## src/rtl/palm_locator_if.sv

```systemverilog
// palm_locator_if: pixel-stream inputs and palm bounding-box results of the palm locator
//   object_image, pixel_valid, frame_start : raster pixel stream into the locator
//   start/end_of_palm_r/c, palm_width/height, palm_found, palm_valid : published frame result
interface palm_locator_if;
   logic       object_image;
   logic       pixel_valid;
   logic       frame_start;
   logic [7:0] start_of_palm_r;
   logic [7:0] start_of_palm_c;
   logic [7:0] end_of_palm_r;
   logic [7:0] end_of_palm_c;
   logic [7:0] palm_width;
   logic [7:0] palm_height;
   logic       palm_found;
   logic       palm_valid;
   modport master (
      output object_image, pixel_valid, frame_start,
      input  start_of_palm_r, start_of_palm_c, end_of_palm_r, end_of_palm_c,
             palm_width, palm_height, palm_found, palm_valid
   );
   modport slave (
      input  object_image, pixel_valid, frame_start,
      output start_of_palm_r, start_of_palm_c, end_of_palm_r, end_of_palm_c,
             palm_width, palm_height, palm_found, palm_valid
   );
endinterface

```

## src/rtl/palm_locator.sv

```systemverilog
// palm_locator: finds the palm bounding box in a binary raster-scanned frame
//   clk   : clock, rising edge
//   rst_n : asynchronous active-low reset
//   px    : slave side of palm_locator_if (pixel stream in, box/size/found/valid out)
module palm_locator #(
   parameter int IMAGE_WIDTH     = 160,
   parameter int IMAGE_HEIGHT    = 120,
   parameter int ROW_MIN_PIXELS  = 4,
   parameter int MIN_PALM_HEIGHT = 8
) (
   input logic           clk,
   input logic           rst_n,
   palm_locator_if.slave px
);
   localparam logic [7:0] LAST_C  = 8'(IMAGE_WIDTH - 1);
   localparam logic [7:0] LAST_R  = 8'(IMAGE_HEIGHT - 1);
   localparam logic [7:0] MIN_CNT = 8'(ROW_MIN_PIXELS);
   localparam logic [7:0] MIN_H   = 8'(MIN_PALM_HEIGHT);
   typedef enum logic [1:0] {IDLE, SCAN, LATCH} state_e;
   state_e     state_q, state_d;
   logic [7:0] row_q, row_d, col_q, col_d, cnt_q, cnt_d, rmin_q, rmin_d, rmax_q, rmax_d;
   logic [7:0] top_q, top_d, bot_q, bot_d, lft_q, lft_d, rgt_q, rgt_d;
   logic       any_q, any_d;
   logic [7:0] sr_q, sr_d, sc_q, sc_d, er_q, er_d, ec_q, ec_d, w_q, w_d, h_q, h_d;
   logic       found_q, found_d;
   logic       start, take, white, row_end, last, qual, any_b, row_clr, ok;
   logic [7:0] row_e, col_e, cnt_b, rmin_b, rmax_b, cnt_n, rmin_n, rmax_n;
   logic [7:0] top_b, bot_b, lft_b, rgt_b;
   always_comb begin
      // a frame_start pixel restarts the scan at (0,0) from IDLE or mid-frame
      start   = px.pixel_valid && px.frame_start && state_q != LATCH;
      take    = start || (state_q == SCAN && px.pixel_valid);
      white   = px.object_image;
      row_e   = start ? 8'd0 : row_q;
      col_e   = start ? 8'd0 : col_q;
      row_clr = start || col_e == 8'd0;
      cnt_b   = row_clr ? 8'd0 : cnt_q;
      rmin_b  = row_clr ? 8'd0 : rmin_q;
      rmax_b  = row_clr ? 8'd0 : rmax_q;
      any_b   = start ? 1'b0 : any_q;
      top_b   = start ? 8'd0 : top_q;
      bot_b   = start ? 8'd0 : bot_q;
      lft_b   = start ? 8'd0 : lft_q;
      rgt_b   = start ? 8'd0 : rgt_q;
      row_end = col_e == LAST_C;
      last    = row_end && row_e == LAST_R;
      cnt_n   = (white && cnt_b != 8'hff) ? cnt_b + 8'd1 : cnt_b;
      rmin_n  = (white && cnt_b == 8'd0) ? col_e : rmin_b;
      rmax_n  = white ? col_e : rmax_b;
      qual    = row_end && cnt_n >= MIN_CNT;
      state_d = state_q;
      row_d   = row_q;
      col_d   = col_q;
      cnt_d   = cnt_q;
      rmin_d  = rmin_q;
      rmax_d  = rmax_q;
      any_d   = any_q;
      top_d   = top_q;
      bot_d   = bot_q;
      lft_d   = lft_q;
      rgt_d   = rgt_q;
      sr_d    = sr_q;
      sc_d    = sc_q;
      er_d    = er_q;
      ec_d    = ec_q;
      w_d     = w_q;
      h_d     = h_q;
      found_d = found_q;
      if (take) begin
         row_d   = row_end ? row_e + 8'd1 : row_e;
         col_d   = row_end ? 8'd0 : col_e + 8'd1;
         cnt_d   = cnt_n;
         rmin_d  = rmin_n;
         rmax_d  = rmax_n;
         any_d   = any_b || qual;
         top_d   = (qual && (!any_b || row_e < top_b))  ? row_e  : top_b;
         bot_d   = (qual && (!any_b || row_e > bot_b))  ? row_e  : bot_b;
         lft_d   = (qual && (!any_b || rmin_n < lft_b)) ? rmin_n : lft_b;
         rgt_d   = (qual && (!any_b || rmax_n > rgt_b)) ? rmax_n : rgt_b;
         state_d = last ? LATCH : SCAN;
      end else if (state_q == LATCH) begin
         state_d = IDLE;
      end
      // results are registered on the last pixel so they are visible during LATCH
      ok = any_d && (bot_d - top_d + 8'd1) >= MIN_H;
      if (take && last) begin
         sr_d    = ok ? top_d : 8'd0;
         sc_d    = ok ? lft_d : 8'd0;
         er_d    = ok ? bot_d : 8'd0;
         ec_d    = ok ? rgt_d : 8'd0;
         w_d     = ok ? rgt_d - lft_d + 8'd1 : 8'd0;
         h_d     = ok ? bot_d - top_d + 8'd1 : 8'd0;
         found_d = ok;
      end
   end
   always_ff @(posedge clk or negedge rst_n) begin
      if (!rst_n) begin
         state_q <= IDLE;
         row_q   <= '0;
         col_q   <= '0;
         cnt_q   <= '0;
         rmin_q  <= '0;
         rmax_q  <= '0;
         any_q   <= 1'b0;
         top_q   <= '0;
         bot_q   <= '0;
         lft_q   <= '0;
         rgt_q   <= '0;
         sr_q    <= '0;
         sc_q    <= '0;
         er_q    <= '0;
         ec_q    <= '0;
         w_q     <= '0;
         h_q     <= '0;
         found_q <= 1'b0;
      end else begin
         state_q <= state_d;
         row_q   <= row_d;
         col_q   <= col_d;
         cnt_q   <= cnt_d;
         rmin_q  <= rmin_d;
         rmax_q  <= rmax_d;
         any_q   <= any_d;
         top_q   <= top_d;
         bot_q   <= bot_d;
         lft_q   <= lft_d;
         rgt_q   <= rgt_d;
         sr_q    <= sr_d;
         sc_q    <= sc_d;
         er_q    <= er_d;
         ec_q    <= ec_d;
         w_q     <= w_d;
         h_q     <= h_d;
         found_q <= found_d;
      end
   end
   assign px.start_of_palm_r = sr_q;
   assign px.start_of_palm_c = sc_q;
   assign px.end_of_palm_r   = er_q;
   assign px.end_of_palm_c   = ec_q;
   assign px.palm_width      = w_q;
   assign px.palm_height     = h_q;
   assign px.palm_found      = found_q;
   assign px.palm_valid      = state_q == LATCH;
endmodule

```

## src/flat_wrapper.sv

```systemverilog
// flat-port wrapper written by rule: the top's interface ports become plain ports
module palm_locator_flat 
#(
   parameter int IMAGE_WIDTH     = 160,
   parameter int IMAGE_HEIGHT    = 120,
   parameter int ROW_MIN_PIXELS  = 4,
   parameter int MIN_PALM_HEIGHT = 8
)
  (clk, rst_n, px_object_image, px_pixel_valid, px_frame_start, px_start_of_palm_r, px_start_of_palm_c, px_end_of_palm_r, px_end_of_palm_c, px_palm_width, px_palm_height, px_palm_found, px_palm_valid);
  palm_locator_if px_i ();
  input logic clk;
  input logic rst_n;
  input wire logic [$bits(px_i.object_image)-1:0] px_object_image;
  input wire logic [$bits(px_i.pixel_valid)-1:0] px_pixel_valid;
  input wire logic [$bits(px_i.frame_start)-1:0] px_frame_start;
  output wire logic [$bits(px_i.start_of_palm_r)-1:0] px_start_of_palm_r;
  output wire logic [$bits(px_i.start_of_palm_c)-1:0] px_start_of_palm_c;
  output wire logic [$bits(px_i.end_of_palm_r)-1:0] px_end_of_palm_r;
  output wire logic [$bits(px_i.end_of_palm_c)-1:0] px_end_of_palm_c;
  output wire logic [$bits(px_i.palm_width)-1:0] px_palm_width;
  output wire logic [$bits(px_i.palm_height)-1:0] px_palm_height;
  output wire logic [$bits(px_i.palm_found)-1:0] px_palm_found;
  output wire logic [$bits(px_i.palm_valid)-1:0] px_palm_valid;
  assign px_i.object_image = px_object_image;
  assign px_i.pixel_valid = px_pixel_valid;
  assign px_i.frame_start = px_frame_start;
  assign px_start_of_palm_r = px_i.start_of_palm_r;
  assign px_start_of_palm_c = px_i.start_of_palm_c;
  assign px_end_of_palm_r = px_i.end_of_palm_r;
  assign px_end_of_palm_c = px_i.end_of_palm_c;
  assign px_palm_width = px_i.palm_width;
  assign px_palm_height = px_i.palm_height;
  assign px_palm_found = px_i.palm_found;
  assign px_palm_valid = px_i.palm_valid;
  palm_locator #(.IMAGE_WIDTH(IMAGE_WIDTH), .IMAGE_HEIGHT(IMAGE_HEIGHT), .ROW_MIN_PIXELS(ROW_MIN_PIXELS), .MIN_PALM_HEIGHT(MIN_PALM_HEIGHT)) u_core (.clk(clk), .rst_n(rst_n), .px(px_i));
endmodule
```

## config.mk

```make
export PLATFORM = sky130hd
export DESIGN_NAME = palm_locator_flat
export DESIGN_NICKNAME = d
export VERILOG_FILES = /design/src/rtl/palm_locator_if.sv /design/src/rtl/palm_locator.sv /design/src/flat_wrapper.sv
export SDC_FILE = /design/constraint.sdc
export NUM_CORES = 1
export LEC_CHECK = 0
export ABC_CLOCK_PERIOD_IN_PS = 21500
export BUFFER_PORTS_ARGS = -buffer_cell sky130_fd_sc_hd__buf_2
export CAP_MARGIN = 10
export CORE_AREA = 10 10 126 139
export DETAILED_ROUTE_END_ITERATION = 16
export DIE_AREA = 0 0 136 149
export PLACE_DENSITY_LB_ADDON = 0.08
export SLEW_MARGIN = 5
export SYNTH_ARGS = -nofsm -noshare
export SYNTH_HDL_FRONTEND = slang
export SYNTH_SLANG_ARGS = --single-unit
```

## constraint.sdc

```tcl
create_clock -name clk -period 21.5 [get_ports clk]
set_input_delay 4.3 -clock clk [delete_from_list [all_inputs] [get_ports clk]]
set_output_delay 4.3 -clock clk [all_outputs]
set_load 0.03 [all_outputs]
```

# After elaboration in Yosys (flattened, before gate mapping)
# Index checks and enable logic that the tools add are counted.
dict set report classes {
  mux 33
  eq_ne 6
  magnitude_cmp 6
  n_reduce_logical 24
  n_addsub 7
}
# operator count
set op_table {}
lappend op_table {{8-bit 2-to-1 mux} 28}
lappend op_table {{8-bit by 1-bit adder with 8-bit output (second input constant)} 5}
lappend op_table {{8-bit > comparator} 2}
lappend op_table {{8-bit logical NOT} 2}
lappend op_table {{8-bit < comparator} 2}
lappend op_table {{8-bit subtractor} 2}
lappend op_table {{1-bit logical AND} 13}
lappend op_table {{8-bit by 7-bit equality test with 1-bit output (second input constant)} 1}
lappend op_table {{8-bit equality test (second input constant)} 1}
lappend op_table {{8-bit by 3-bit >= comparator with 1-bit output (second input constant)} 1}
lappend op_table {{8-bit by 4-bit >= comparator with 1-bit output (second input constant)} 1}
lappend op_table {{8-bit inequality test (second input constant)} 1}
lappend op_table {{1-bit logical OR} 7}
lappend op_table {{2-bit 2-to-1 mux} 3}
lappend op_table {{2-bit by 1-bit equality test with 1-bit output (second input constant)} 1}
lappend op_table {{2-bit equality test (second input constant)} 1}
lappend op_table {{1-bit 2-to-1 mux} 2}
lappend op_table {{2-bit inequality test (second input constant)} 1}
lappend op_table {{2-bit nonzero test} 1}
lappend op_table {{1-bit logical NOT} 1}
dict set report word_totals {
  output_inout_bits 50
  regBits 124
  in_bits 5
  word_cells 94
}

# Logic depth before layout (Yosys ltp)
dict set report logic_depth {
  ltp_word 19
  mapped_depth 40
  ltp_nobuf 37
}

# Least setup slack after synthesis
# OpenSTA, ideal clock, no wires.
dict set report synth_path {
  path_kind {in2reg}
  start {in px_frame_start}
  end {reg u_core.w_q[7], in the netlist u_core.px.palm_width[7]}
  n_path_buf 4
  setup_ps 121
  arrival_time_ps 10996
  cell_stages 39
  required_ps 21379
  setup_slack_ps 10383
  path_cell_list {nand2_1 or2_2 buf_2 clkbuf_1 nand2_1 ha_1 nor4b_4 a2bb2oi_1 clkbuf_1 and2_1 inv_1 ha_1 nand2_1 a21o_1 and3_1 a21oi_1 or2_2 inv_1 (+3 left out) nand4_1 a311oi_1 o211ai_1 clkbuf_1 nand3_1 o21ai_0 ha_1 inv_1 ha_1 fa_1 a21o_1 a21o_1 a21o_1 a21oi_1 xor2_1 xnor2_1 xnor2_1 a22o_1}
}
dict set report synth_via {
  word_cells_on_any_way 59
  cone_classes {5 x add/sub; 6 x order compare; 3 x eq/ne; 23 x mux; 22 x reduce/logical}
}
# element line
set synth_rtl {}
lappend synth_rtl {{start, declared} flat_wrapper.sv:15} ;# input wire logic [$bits(px_i.frame_start)-1:0] px_frame_start;
lappend synth_rtl {{1-bit logical AND (*) (2 in a row)} palm_locator.sv:31} ;# start = px.pixel_valid && px.frame_start && state_q != LATCH;
lappend synth_rtl {{8-bit 2-to-1 mux} palm_locator.sv:35} ;# col_e = start ? 8'd0 : col_q;
lappend synth_rtl {{8-bit logical NOT} palm_locator.sv:36} ;# row_clr = start || col_e == 8'd0;
lappend synth_rtl {{1-bit logical OR} palm_locator.sv:36}
lappend synth_rtl {{8-bit 2-to-1 mux} palm_locator.sv:37} ;# cnt_b = row_clr ? 8'd0 : cnt_q;
lappend synth_rtl {{8-bit logical NOT} palm_locator.sv:48} ;# rmin_n = (white && cnt_b == 8'd0) ? col_e : rmin_b;
lappend synth_rtl {{1-bit logical AND} palm_locator.sv:48}
lappend synth_rtl {{8-bit 2-to-1 mux (*)} palm_locator.sv:48}
lappend synth_rtl {{net u_core.rmin_n[6]} palm_locator.sv:27} ;# logic [7:0] row_e, col_e, cnt_b, rmin_b, rmax_b, cnt_n, rmin_n, rmax_n;
lappend synth_rtl {{(+1 left out)} -}
lappend synth_rtl {{1-bit logical OR (*)} palm_locator.sv:78} ;# lft_d = (qual && (!any_b || rmin_n < lft_b)) ? rmin_n : lft_b;
lappend synth_rtl {{1-bit logical AND (*)} palm_locator.sv:78}
lappend synth_rtl {{8-bit 2-to-1 mux (*)} palm_locator.sv:78}
lappend synth_rtl {{8-bit 2-to-1 mux (*)} palm_locator.sv:69} ;# if (take) begin
lappend synth_rtl {{net u_core.lft_d[1]} palm_locator.sv:22} ;# logic [7:0] top_q, top_d, bot_q, bot_d, lft_q, lft_d, rgt_q, rgt_d;
lappend synth_rtl {{8-bit subtractor (*)} palm_locator.sv:91} ;# w_d = ok ? rgt_d - lft_d + 8'd1 : 8'd0;
lappend synth_rtl {{8-bit by 1-bit adder with 8-bit output (*)} palm_locator.sv:91}
lappend synth_rtl {{8-bit 2-to-1 mux (*)} palm_locator.sv:91}
lappend synth_rtl {{end signal, assigned} palm_locator.sv:132} ;# w_q <= w_d;
lappend synth_rtl {{end, declared} palm_locator.sv:24} ;# logic [7:0] sr_q, sr_d, sc_q, sc_d, er_q, er_d, ec_q, ec_d, w_q, w_d, h_q, h_d;
# Mark *: on every way through the listed nets, which the timed path passes. The rest lies on a longest branch.
# A chain may end at the register's enable or synchronous reset.

# Worst setup path after layout
dict set report layout_path {
  start {in px_pixel_valid}
  end {reg u_core.w_q[7], in the netlist u_core.px.palm_width[7]}
}
dict set report layout_via {
  word_cells_on_any_way 60
  cone_classes {5 x add/sub; 6 x order compare; 3 x eq/ne; 23 x mux; 23 x reduce/logical}
}
# element line
set layout_rtl {}
lappend layout_rtl {{start, declared} flat_wrapper.sv:14} ;# input wire logic [$bits(px_i.pixel_valid)-1:0] px_pixel_valid;
lappend layout_rtl {{1-bit logical AND (*) (2 in a row)} palm_locator.sv:31}
lappend layout_rtl {{8-bit 2-to-1 mux} palm_locator.sv:35}
lappend layout_rtl {{8-bit logical NOT} palm_locator.sv:36}
lappend layout_rtl {{1-bit logical OR} palm_locator.sv:36}
lappend layout_rtl {{8-bit 2-to-1 mux} palm_locator.sv:37}
lappend layout_rtl {{8-bit logical NOT} palm_locator.sv:48}
lappend layout_rtl {{1-bit logical AND} palm_locator.sv:48}
lappend layout_rtl {{8-bit 2-to-1 mux (*)} palm_locator.sv:48}
lappend layout_rtl {{net u_core.rmin_n[6]} palm_locator.sv:27}
lappend layout_rtl {{(+1 left out)} -}
lappend layout_rtl {{1-bit logical OR (*)} palm_locator.sv:78}
lappend layout_rtl {{1-bit logical AND (*)} palm_locator.sv:78}
lappend layout_rtl {{8-bit 2-to-1 mux (*)} palm_locator.sv:78}
lappend layout_rtl {{8-bit 2-to-1 mux (*)} palm_locator.sv:69}
lappend layout_rtl {{net u_core.lft_d[1]} palm_locator.sv:22}
lappend layout_rtl {{8-bit subtractor (*)} palm_locator.sv:91}
lappend layout_rtl {{8-bit by 1-bit adder with 8-bit output (*)} palm_locator.sv:91}
lappend layout_rtl {{8-bit 2-to-1 mux (*)} palm_locator.sv:91}
# Marks and branches as above.

==> results.ini <==
[power]
ir_worst_vdd_mv=0.0548
power_density_mw_per_mm2=69.9
power_leakage_nw=4.02

[critical_path]
worstSetupPathType=in -> reg
reg2reg_depth=37
r2r_end=u_core.px.palm_width[7]$_DFFE_PN0P_
critPathMaxStageDelay_ns=0.66
endpoint_kind=flip-flop
r2r_slack_ns=12.35
cp-start-kind=primary input
cpMaxStageDelayCell=a2bb2oi_1
crit_start=px_pixel_valid
required_ns=21.80
arrival_ns=12.68
cp_max_fo=56
r2r_start=u_core.state_q[0]$_DFFE_PN0P_
endpoint=u_core.px.palm_width[7]$_DFFE_PN0P_

[yosys]
synth_ff_type=dfrtp_1
synth_nets=835
yosys-top-cells-area=dfrtp_1 (43%), ha_1 (11%), nand2_1 (6.4%)
synth_seq_cells=124
synth_area_per_cell_um2=9.37
synth_top_cell_area_share_pct=43.2
synth_edf_count=0
synthArstFlopShare_pct=100
synth_warnings=0
yosysSeqAreaShare_pct=43.2
synth_area_leader_cell=dfrtp_1
syn_area_mm2=0.00718
ys_types=62
syn_inst=767

[run_status]
outcome=complete, no violations

[timing]
finalCriticalPeriod_ns=12.38
clock_skew_ns=0.00882
hold_viol=0
tightest_slew_ns=1.18
finalSetupViolCount=0
fin_setup_tns_ns=0
hold_ws_ns=0.471
rsz0062_at_grt=false
slew-limit-headroom_pct=21.1
fmax_ghz=0.0808
min_period_over_period_pct=57.6
final_max_slew_viol_count=0

[drt]
wirelength_um=17900
ant_nets=0
num_vias=5819
dr.first_iter.drc_count=445
viasPerCell=5.74
route.detailed.drc=0
dr.pass1.iters=5
wl_per_cell_um=17.7

[worst_hold_path]
hp-start=u_core.rmin_q[2]$_DFFE_PN0N_
hold_path.class=reg -> reg

[clock_network]
cts_tree=built
h-tree-depth=4
clk-insertion-delay-late_ns=0.42
cts_sinks=124
clkTransAtPathRegs_ns=0.05
hold_buffers=0
clockBufferDepth=2
numCtsBuffers=17
cts_resized=0
post-cts-setup-buffers=0
root_buffer=clkbuf_16

[finish]
diodes=0
fill_cells=1309
regArea_mm2=0.00310
drive_above_1_share_pct=13.0
area_growth_pct=12.6
final_common_cell=dfrtp_1
mostFrequentLayoutCells=dfrtp_1 (124), nand2_1 (122), ha_1 (61)
final_area_mm2=0.00809
final_util_pct=54.8
finalNetCount=873
multi_input_area_mm2=0.00371

[global_route]
grt_pass1_vias=5828
track_usage_pct=18.3
grt_max_degree=72
grt_pass1_wl_um=30100
grt.overflow.total=0
antenna_found_initial=0

[floorplanning]
initial_core_util_pct=48.7
fp.dieArea_mm2=0.0203
dieWidth_um=136
ios=55
die_y_um=149
core-area_mm2=0.0148
core.rowCount=47

[placement]
hpwl_um=12700
place_area_mm2=0.00754
globalplace.congestion=0.925
io_buffers=54

[run]
max_cap_viol_count=0

-- critical path: cells and delay by family --
family	cells	cell delay, ns
adder cells (fa/ha/maj)	6	1.66
AND/OR/NAND/NOR	10	2.06
AO/OA/AOI/OAI	13	3.38
buffers and inverters	6	0.77
XOR/XNOR	3	0.46
-- cells in the mapped netlist (all sizes together) (3+ instances only) --
cell type	count
a21oi	39
o211ai	3
nand2	122
and2	9
a211oi	3
buf	16
nor3	10
clkbuf	23
dfrtp	124
xnor2	10
or2	9
nor2	50
mux2i	11
o21ai	48
nand3	21
a22o	51
nor2b	6
and3	8
nor4	3
nand4	16
xor2	8
o21a	7
a21o	15
ha	61
inv	47
a31oi	10
nand3b	5
-- sequential cells by signal (all words and copies together), names as in the netlist, 2 cells and up --
| signal | cells |
|---|---|
| u_core.px.palm_width | 8 |
| u_core.row_q | 8 |
| u_core.px.start_of_palm_r | 8 |
| u_core.rgt_q | 8 |
| u_core.cnt_q | 8 |
| u_core.bot_q | 8 |
| u_core.state_q | 2 |
| u_core.col_q | 8 |
| u_core.px.end_of_palm_c | 8 |
| u_core.px.start_of_palm_c | 8 |
| u_core.rmax_q | 8 |
| u_core.rmin_q | 8 |
| u_core.top_q | 8 |
| u_core.px.palm_height | 8 |
| u_core.lft_q | 8 |
| u_core.px.end_of_palm_r | 8 |
-- cell type report --
type,count,area share (%)
timing repair buffer,58,3.74
inverter,47,2.18
tap,196,3.03
sequential,124,38.4
multi-input combinational,557,45.9
clock inverter,7,0.804
clock buffer,24,5.96
-- cells by family after synthesis --
logic type	synth area share, %
DFF	43.2
xor gates and xnor gates	2.19
adders and majority gates	11.2
muxes	1.53
AOI/OAI and AO/OA	19.1
buffers and inverters	5.12
and+or+nand+nor	17.7
-- how the worst min path moves through the flow --
stage,end,slack [ns],cells after the start
floorplan,u_core.rmin_q[2]$_DFFE_PN0N_,0.44,2
global placement,u_core.rmin_q[4]$_DFFE_PN0N_,0.45,2
detailed placement,u_core.rmax_q[6]$_DFFE_PN0N_,0.46,2
CTS,u_core.rmin_q[6]$_DFFE_PN0N_,0.48,2
global route,u_core.px.palm_found$_DFFE_PN0P_,0.50,1
finish,u_core.rmin_q[2]$_DFFE_PN0N_,0.47,2
-- routing by layer --
layer | global-route usage [%] | wire, um | share of wire [%] | vias up
li1 | - | - | - | 2788
met1 | 24.9 | 8490 | 47 | 2831
met2 | 28.0 | 8190 | 46 | 172
met3 | 4.08 | 896 | 5.0 | 28
met4 | 6.77 | 313 | 1.7 | 0
met5 | 0 | 0 | 0 | -
-- through the flow --
stage          power, W  setup slack [ns]  std cells
2_1_floorplan  0.000285             10.38        767
3_3_place_gp   0.000302              8.86        982
3_5_place_dp   0.000302              8.71        982
4_1_cts        0.000569              9.09       1013
5_1_grt        0.000589              8.36       1013
6_report       0.000566              9.12       1013
-- power breakdown --
group | switching (W) | total [W] | internal, W | leakage [nW]
Combinational | 0.0000368 | 0.0000535 | 0.0000167 | 2.04
Sequential | 0.00000650 | 0.000245 | 0.000239 | 1.72
Clock | 0.000100 | 0.000267 | 0.000166 | 0.266
Total | 0.000144 | 0.000566 | 0.000422 | 4.02
(Power assumes the default switching activity.)
